==> src/rtl/mem_pkg.sv <==
// Shared types and helpers for the load/store unit.
package mem_pkg;

  typedef enum logic [1:0] {SZ_B, SZ_H, SZ_W, SZ_X} size_e;

  typedef enum logic {IDLE, MERGE} state_e;

  // An access faults when its size is illegal or its address is not a
  // multiple of the access width.
  function automatic logic is_misaligned(size_e size, logic [1:0] lane);
    logic bad;
    bad = 1'b1;
    case (size)
      SZ_B:    bad = 1'b0;
      SZ_H:    bad = lane[0];
      SZ_W:    bad = (lane != 2'b00);
      default: bad = 1'b1;
    endcase
    return bad;
  endfunction

endpackage

==> src/rtl/mem_lane_merge.sv <==
// Byte-lane datapath: builds the merged store word for a sub-word store and
// extracts/extends the load value from a memory word. Purely combinational.
module mem_lane_merge
  import mem_pkg::*;
(
  input  logic [31:0] old_word,
  input  logic [31:0] wdata,
  input  size_e       size,
  input  logic [1:0]  lane,
  input  logic        sign_ext,
  output logic [31:0] merged,
  output logic [31:0] load_val
);

  logic [31:0] shifted;

  // Bring the addressed lane down to bit 0 (little-endian lanes).
  assign shifted = old_word >> {lane, 3'b000};

  // Replace the addressed lane(s) of the old word with the store data.
  always_comb begin
    merged = old_word;
    case (size)
      SZ_B: begin
        case (lane)
          2'd0:    merged[7:0]   = wdata[7:0];
          2'd1:    merged[15:8]  = wdata[7:0];
          2'd2:    merged[23:16] = wdata[7:0];
          default: merged[31:24] = wdata[7:0];
        endcase
      end
      SZ_H: begin
        if (lane[1]) merged[31:16] = wdata[15:0];
        else         merged[15:0]  = wdata[15:0];
      end
      default: merged = wdata;
    endcase
  end

  // Extend the selected lane to 32 bits, signed or unsigned.
  always_comb begin
    load_val = shifted;
    case (size)
      SZ_B:    load_val = {{24{sign_ext & shifted[7]}},  shifted[7:0]};
      SZ_H:    load_val = {{16{sign_ext & shifted[15]}}, shifted[15:0]};
      default: load_val = shifted;
    endcase
  end

endmodule

==> src/rtl/mem_access_unit.sv <==
// Load/store unit between EX/MEM and a word-only data memory. Adds byte and
// halfword access (sub-word stores via read-modify-write), flags misaligned
// accesses and counts completed loads and stores.
//
// Handshake: a request transfers on a rising edge where req_valid & req_ready
// are both high. req_* must stay stable while req_valid is high and req_ready
// is low (the pipeline holds them through stall). resp_valid is a one-cycle
// pulse with no backpressure.
module mem_access_unit
  import mem_pkg::*;
#(
  parameter int ADDR_W = 32,
  parameter int CNT_W  = 16
) (
  input  logic              clk,
  input  logic              rst_n,
  input  logic              req_valid,
  output logic              req_ready,
  input  logic              req_write,
  input  logic [1:0]        req_size,
  input  logic              req_signed,
  input  logic [ADDR_W-1:0] req_addr,
  input  logic [31:0]       req_wdata,
  output logic              resp_valid,
  output logic [31:0]       resp_rdata,
  output logic              resp_misalign,
  output logic              stall,
  output logic              mem_we,
  output logic [ADDR_W-1:0] mem_addr,
  output logic [31:0]       mem_wdata,
  input  logic [31:0]       mem_rdata,
  output logic [CNT_W-1:0]  load_cnt,
  output logic [CNT_W-1:0]  store_cnt,
  output state_e            dbg_state
);

  state_e            state, state_nxt;
  size_e             req_size_e;
  logic              misalign;
  logic              accept;

  logic [ADDR_W-1:0] lat_addr;
  size_e             lat_size;
  logic [31:0]       lat_wdata;
  logic [31:0]       lat_old;

  logic [31:0]       mg_old;
  logic [31:0]       mg_wdata;
  size_e             mg_size;
  logic [1:0]        mg_lane;
  logic [31:0]       merged;
  logic [31:0]       load_val;

  assign req_size_e = size_e'(req_size);
  assign misalign   = is_misaligned(req_size_e, req_addr[1:0]);
  assign stall      = ~req_ready & req_valid;
  assign dbg_state  = state;

  // In MERGE the lane datapath works on the latched store; otherwise it
  // extracts the load value straight from the memory read word.
  assign mg_old   = (state == MERGE) ? lat_old   : mem_rdata;
  assign mg_wdata = (state == MERGE) ? lat_wdata : req_wdata;
  assign mg_size  = (state == MERGE) ? lat_size  : req_size_e;
  assign mg_lane  = (state == MERGE) ? lat_addr[1:0] : req_addr[1:0];

  mem_lane_merge u_lane (
    .old_word (mg_old),
    .wdata    (mg_wdata),
    .size     (mg_size),
    .lane     (mg_lane),
    .sign_ext (req_signed),
    .merged   (merged),
    .load_val (load_val)
  );

  // FSM state register.
  always_ff @(posedge clk or negedge rst_n) begin
    if (!rst_n) state <= IDLE;
    else        state <= state_nxt;
  end

  // Next state and memory-side controls; rst_n gates the strobes so a write
  // in flight is abandoned the moment reset asserts.
  always_comb begin
    state_nxt = state;
    req_ready = 1'b0;
    accept    = 1'b0;
    mem_we    = 1'b0;
    mem_addr  = req_addr;
    mem_wdata = req_wdata;
    case (state)
      IDLE: begin
        req_ready = rst_n;
        accept    = req_valid & rst_n;
        if (accept && req_write && !misalign) begin
          if (req_size_e == SZ_W) mem_we    = 1'b1;
          else                    state_nxt = MERGE;
        end
      end
      MERGE: begin
        mem_we    = rst_n;
        mem_addr  = lat_addr;
        mem_wdata = merged;
        state_nxt = IDLE;
      end
      default: state_nxt = IDLE;
    endcase
  end

  // Response pulse, sub-word store latch and saturating event counters.
  always_ff @(posedge clk or negedge rst_n) begin
    if (!rst_n) begin
      resp_valid    <= 1'b0;
      resp_rdata    <= '0;
      resp_misalign <= 1'b0;
      load_cnt      <= '0;
      store_cnt     <= '0;
      lat_addr      <= '0;
      lat_size      <= SZ_B;
      lat_wdata     <= '0;
      lat_old       <= '0;
    end else begin
      resp_valid    <= 1'b0;
      resp_rdata    <= '0;
      resp_misalign <= 1'b0;
      if (state == MERGE) begin
        resp_valid <= 1'b1;
        if (store_cnt != '1) store_cnt <= store_cnt + CNT_W'(1);
      end else if (accept) begin
        if (misalign) begin
          resp_valid    <= 1'b1;
          resp_misalign <= 1'b1;
        end else if (!req_write) begin
          resp_valid <= 1'b1;
          resp_rdata <= load_val;
          if (load_cnt != '1) load_cnt <= load_cnt + CNT_W'(1);
        end else if (req_size_e == SZ_W) begin
          resp_valid <= 1'b1;
          if (store_cnt != '1) store_cnt <= store_cnt + CNT_W'(1);
        end else begin
          lat_addr  <= req_addr;
          lat_size  <= req_size_e;
          lat_wdata <= req_wdata;
          lat_old   <= mem_rdata;
        end
      end
    end
  end

endmodule
==> config.mk <==
export PLATFORM = sky130hd
export DESIGN_NAME = mem_access_unit
export DESIGN_NICKNAME = d
export VERILOG_FILES = /design/src/rtl/mem_pkg.sv /design/src/rtl/mem_lane_merge.sv /design/src/rtl/mem_access_unit.sv
export SDC_FILE = /design/constraint.sdc
export NUM_CORES = 1
export LEC_CHECK = 0
export BUFFER_PORTS_ARGS = -buffer_cell sky130_fd_sc_hd__buf_2
export CAP_MARGIN = 20
export CORE_MARGIN = 5
export CORE_UTILIZATION = 45
export CTS_BUF_LIST = sky130_fd_sc_hd__clkbuf_2
export DETAILED_ROUTE_END_ITERATION = 12
export HOLD_SLACK_MARGIN = 0.1
export MAX_ROUTING_LAYER = met4
export PLACE_DENSITY = 0.69
export SYNTH_ARGS = -nofsm -noshare
export SYNTH_HDL_FRONTEND = slang
export SYNTH_HIERARCHICAL = 1
export SYNTH_SLANG_ARGS = --single-unit
==> constraint.sdc <==
create_clock -name clk -period 4.9 [get_ports clk]
set_input_delay 0.245 -clock clk [delete_from_list [all_inputs] [get_ports clk]]
set_output_delay 0.245 -clock clk [all_outputs]
set_load 0.01 [all_outputs]
; ---- Word-level counts from Yosys, hierarchy flattened
; Index checks and enable logic that the tools add are counted.
[op_classes]
n_addsub = 2
n_eq_ne = 8
shifts = 1
mux = 39
bitwise_logic = 9
n_reduce_logical = 14
[ops]
columns = op, count
row1 = $mux 32, 7
row2 = $mux 16, 8
row3 = $pmux 32 s2, 2
row4 = $add 16x1->16 const B, 2
row5 = $mux 8, 4
row6 = $ne 16x16->1 const B, 2
row7 = $shr 32x5->32, 1
row8 = $mux 1, 13
row9 = $reduce_and 5->1, 2
row10 = $reduce_bool 2->1, 4
row11 = $eq 2x1->1 const B, 3
row12 = $logic_not 2->1, 3
row13 = $not 1->1, 5
row14 = $and 1x1->1, 4
row15 = $eq 2x2->1 const B, 2
row16 = $mux 2, 2
row17 = $pmux 1 s2, 2
row18 = $reduce_and 4->1, 1
row19 = $pmux 1 s3, 1
row20 = $reduce_or 3->1, 1
row21 = $logic_and 1x1->1, 2
row22 = $ne 2x2->1 const B, 1
row23 = $logic_not 1->1, 1
[word_totals]
reg_bits = 165
input_bits = 103
output_inout_bits = 134
wordCells = 83

; ---- Logic depth before layout (Yosys ltp)
[depth]
ltp_word = 8
depth_mapped = 11

; ---- By module
; The synthesis kept the hierarchy.
[modules_own_cells]
columns = module, instances, cells_each, area_per_inst_um2
row1 = mem_access_unit, 1, 664, 7846.3
row2 = mem_lane_merge, 1, 234, 1642.8

; ---- Worst setup path after synthesis
; OpenSTA, ideal clock, no wires.
[synth_path]
path_kind = reg-to-output
startpoint = register state (netlist: dbg_state)
endpoint = output port mem_wdata[0]
t_arrival_ps = 2618
required_time_ps = 4655
slack_ps = 2037
stages_incl_launch_ff = 9
path_buffers = 2
cell_sequence = dfrtp_1 > clkbuf_1 > clkbuf_1 > mux2_2 > or2b_1 > a21oi_2 > mux2_2 > nand2_1 > nand2_1
[synth_via]
elab_cells_between_ends = 10
[synth_lines]
columns = element, line
row1 = start: declaration, mem_access_unit.sv:37  ; state_e state, state_nxt;
row2 = start signal: assignment, mem_access_unit.sv:79  ; else state <= state_nxt;
row3 = $mux 2 *, mem_access_unit.sv:63  ; assign mg_size = (state == MERGE) ? lat_size : req_size_e;
row4 = net mg_size[0], mem_access_unit.sv:49  ; size_e mg_size;
row5 = $eq 2x1->1 or $logic_not 2->1 (tied branches), mem_lane_merge.sv:23  ; case (size)
row6 = $pmux 32 s2 *, mem_lane_merge.sv:23
row7 = net merged[0], mem_access_unit.sv:51  ; logic [31:0] merged;
row8 = $mux 32 *, mem_access_unit.sv:91  ; case (state)
row9 = end: declaration, mem_access_unit.sv:30  ; output logic [31:0] mem_wdata,
; Mark *: on every way through the listed nets, which the timed path passes. The rest lies on a longest branch.

; ---- Final worst setup path
[layout_path]
startpoint = register state (netlist: dbg_state)
endpoint = output port mem_wdata[6]
[layout_via]
elab_chain_cells = 5
elab_cells_between_ends = 10
[layout_lines]
columns = element, line
row1 = $mux 2, mem_access_unit.sv:64  ; assign mg_lane = (state == MERGE) ? lat_addr[1:0] : req_addr[1:0];
row2 = $logic_not 2->1, mem_lane_merge.sv:25  ; case (lane)
row3 = $mux 8, mem_lane_merge.sv:25
row4 = $pmux 32 s2 *, mem_lane_merge.sv:23
row5 = net merged[6], mem_access_unit.sv:51
row6 = $mux 32 *, mem_access_unit.sv:91
; Marks and branches as above.

==> results.yml <==
global_routing:
  grt_first_pass_wirelength_um: 42100
  overflow: 0
  grt_max_degree: 82
  grt_pass1_vias: 7662
  antenna_found_initial: 4
  track_usage_pct: 22.8
critical_path:
  slowest_delay_ns: 0.90
  cp_max_fo: 53
  crit_path_top_delay_cell: "dfrtp_4"
  cp.required_ns: 4.66
  cp-end-kind: "primary output"
  cp_cell_sequence: "mux2_2 -> or2b_1 -> a21oi_2 -> mux2_2 -> nand2_1 -> nand2_1 -> buf_2"
  critPathKind: "flop to primary output"
  critPathLaunchType: "flop"
  worstPathArrival_ns: 4.13
yosys:
  synth.top_cell.area_share_pct: 43.5
  avgSynthCellArea_um2: 10.6
  synth_edf_count: 0
  yosysWarnings: 6
  synth_cells: 898
  yosysSeqAreaShare_pct: 43.5
  synthSimpleGateAreaFrac_pct: 18.7
  synth_top_family_by_area: "multiplexers"
  yosys.area.top_type: "dfrtp_1"
  synth_compound_area_share_pct: 7.85
  yosys-top-cells-area: "dfrtp_1, mux2_2, nand2_1"
  syn_area_um2: 9490
  synthMuxAreaShare_pct: 23.8
  syn_nets: 1003
  synthXorXnorAreaFrac_pct: 2.68
  synthFlopType: "dfrtp_1"
  synth-seq-cells: 165
  synthArstFlopShare_pct: 100
  ys_types: 54
  synth_adder_area_share_pct: 0.264
pwr:
  p_leak_nw: 5.82
  ir_drop_v: 0.000158
  power_mw: 3.30
  p_per_area_nw_per_um2: 272
final_layout:
  finalNetCount: 1312
  layout_common_cells: "buf_2, mux2_2, nand2_1"
  area_growth_pct: 27.7
  final_layout_size_suffix_gt1_share_pct: 39.3
  final_common_cell: "buf_2"
placed_design:
  io_buffer_count: 236
  detailed_place_hpwl_um: 18600
  gp_congestion: 0.873
timing:
  tns_ns: 0
  tightest_slew_ns: 0.882
  period_minus_slack_ns: 4.38
  min_period_over_period_pct: 89.4
  clock.fmax_ghz: 0.228
  maxSlewViolCount: 0
  skew_ns: 0.0422
  rsz0062_at_grt: "no"
  finalSetupViolCount: 0
  final_hold_viol_count: 0
  relSlewSlack_pct: 41.2
flow_run:
  cap_violations: 0
clocking:
  clockRootBuffer: "clkbuf_2"
  clockBufferDepth: 2
  numCtsBuffers: 17
  htreeDepth: 4
  cts_tree: "yes"
  clock_sinks: 165
  clkTransAtPathRegs_ns: 0.24
  clk_latency_ns: 0.73
  postCtsResizedCells: 0
routing:
  wl_per_cell_um: 18.0
  drt-vias-per-instance: 5.21
  first_pass_iters: 5
  routed_wl_um: 26900
  vias: 7798
  drt_iter0_markers: 587
  ant_nets: 0
  drc: 0
floorplanning:
  core_um2: 20900
  die_area_um2: 24100
  start_util_pct: 45.4
  num_rows: 53
  io-pin-count: 237
  die_h_um: 155
  die_x_um: 155
outcome:
  status: "completed"
hold_path:
  hold_path.class: "input pin to flop"
worst max-delay path: cells and delay by family (launching register included):
kind                   cells  cell delay, ns
and+or+nand+nor            3            0.58
DFF                        1            0.90
AOI/OAI and AO/OA          1            0.53
muxes                      2            1.28
buffers and inverters      1            0.13
metrics by stage:
step | hold WS, ns | utilization (%) | area [µm²] | setup WS (ns) | cells
6_report | 0.248 | 58.0 | 12100 | 0.521 | 1497
3_3_place_gp | 0.385 | 51.5 | 10800 | 1.32 | 1357
2_1_floorplan | -0.0506 | - | 9490 | 2.04 | 898
5_1_grt | 0.159 | 58.0 | 12100 | 0.206 | 1497
4_1_cts | 0.143 | 57.8 | 12100 | 0.462 | 1492
3_5_place_dp | 0.382 | 51.5 | 10800 | 1.32 | 1357
Yosys cell counts, drive strengths merged (10+ instances only):
| cell | number |
|---|---|
| mux2 | 190 |
| nand2 | 169 |
| dfrtp | 165 |
| and2 | 45 |
| nand2b | 40 |
| clkbuf | 29 |
| buf | 27 |
| a21oi | 23 |
| xnor2 | 23 |
| and3 | 17 |
| o211ai | 16 |
| nand3 | 15 |
| nor2 | 14 |
| nor2b | 12 |
| nand3b | 10 |
| o21ai | 10 |
logic make-up (layout without fill, tap and decap cells):
kind of cell | after synthesis | in the layout
XOR/XNOR | 29 | 29
other | 0 | 4
multiplexers | 198 | 198
buffers and inverters | 60 | 380
AO/OA/AOI/OAI | 96 | 96
adder cells (fa/ha/maj) | 2 | 2
AND/OR/NAND/NOR | 348 | 348
flip-flops | 165 | 165
what timing repair did:
| item | CTS | global route |
|---|---|---|
| setup buffers | 0 | 0 |
| hold endpoints to repair | 193 | 0 |
| hold buffers | 105 | 0 |
| setup endpoints to repair | 0 | 0 |
final cells by class:
| cell class | instances | area (µm²) |
|---|---|---|
| fill | 1807 | 8770 |
| multi-input combinational | 673 | 5060 |
| sequential | 165 | 4130 |
| timing repair buffer | 346 | 2310 |
| tap | 275 | 344 |
| clock inverter | 13 | 159 |
| clock buffer | 17 | 85.1 |
| inverter | 4 | 15.0 |
| antenna | 4 | 10.0 |
flip-flops by register name, summed over array words and instances, names as in the netlist:
register,count
resp_misalign,1
resp_valid,1
load_cnt,16
lat_size,2
lat_addr,32
dbg_state,1
lat_old,32
store_cnt,16
lat_wdata,32
resp_rdata,32
power breakdown:
group          internal [mW]  switching [mW]  leakage [nW]  total [mW]
clock                  0.279           0.496         0.145       0.775
combinational          0.433           0.383          3.57       0.816
sequential              1.58           0.126          2.11        1.71
layer usage:
metal | vias to the layer above | global-route usage [%] | share of wire, %
li1 | 3746 | - | -
met4 | 0 | 7.21 | 2.6
met2 | 275 | 34.4 | 46
met3 | 44 | 4.92 | 6.1
met5 | - | - | 0
met1 | 3733 | 31.1 | 45
path summary, 6_finish.rpt:
path                                  start             end  slack [ns]  cells past startpoint
worst min register to register  load_cnt[9]     load_cnt[9]        0.51                      1
worst max register to register    dbg_state  resp_rdata[22]        1.55                      5
min in group asynchronous             rst_n    store_cnt[8]        0.49                      3
worst max-delay path              dbg_state    mem_wdata[6]        0.52                      7
worst min-delay path             req_signed  resp_rdata[12]        0.25                      5
max in group asynchronous             rst_n   store_cnt[11]        3.43                      5
(Power assumes the default switching activity.)
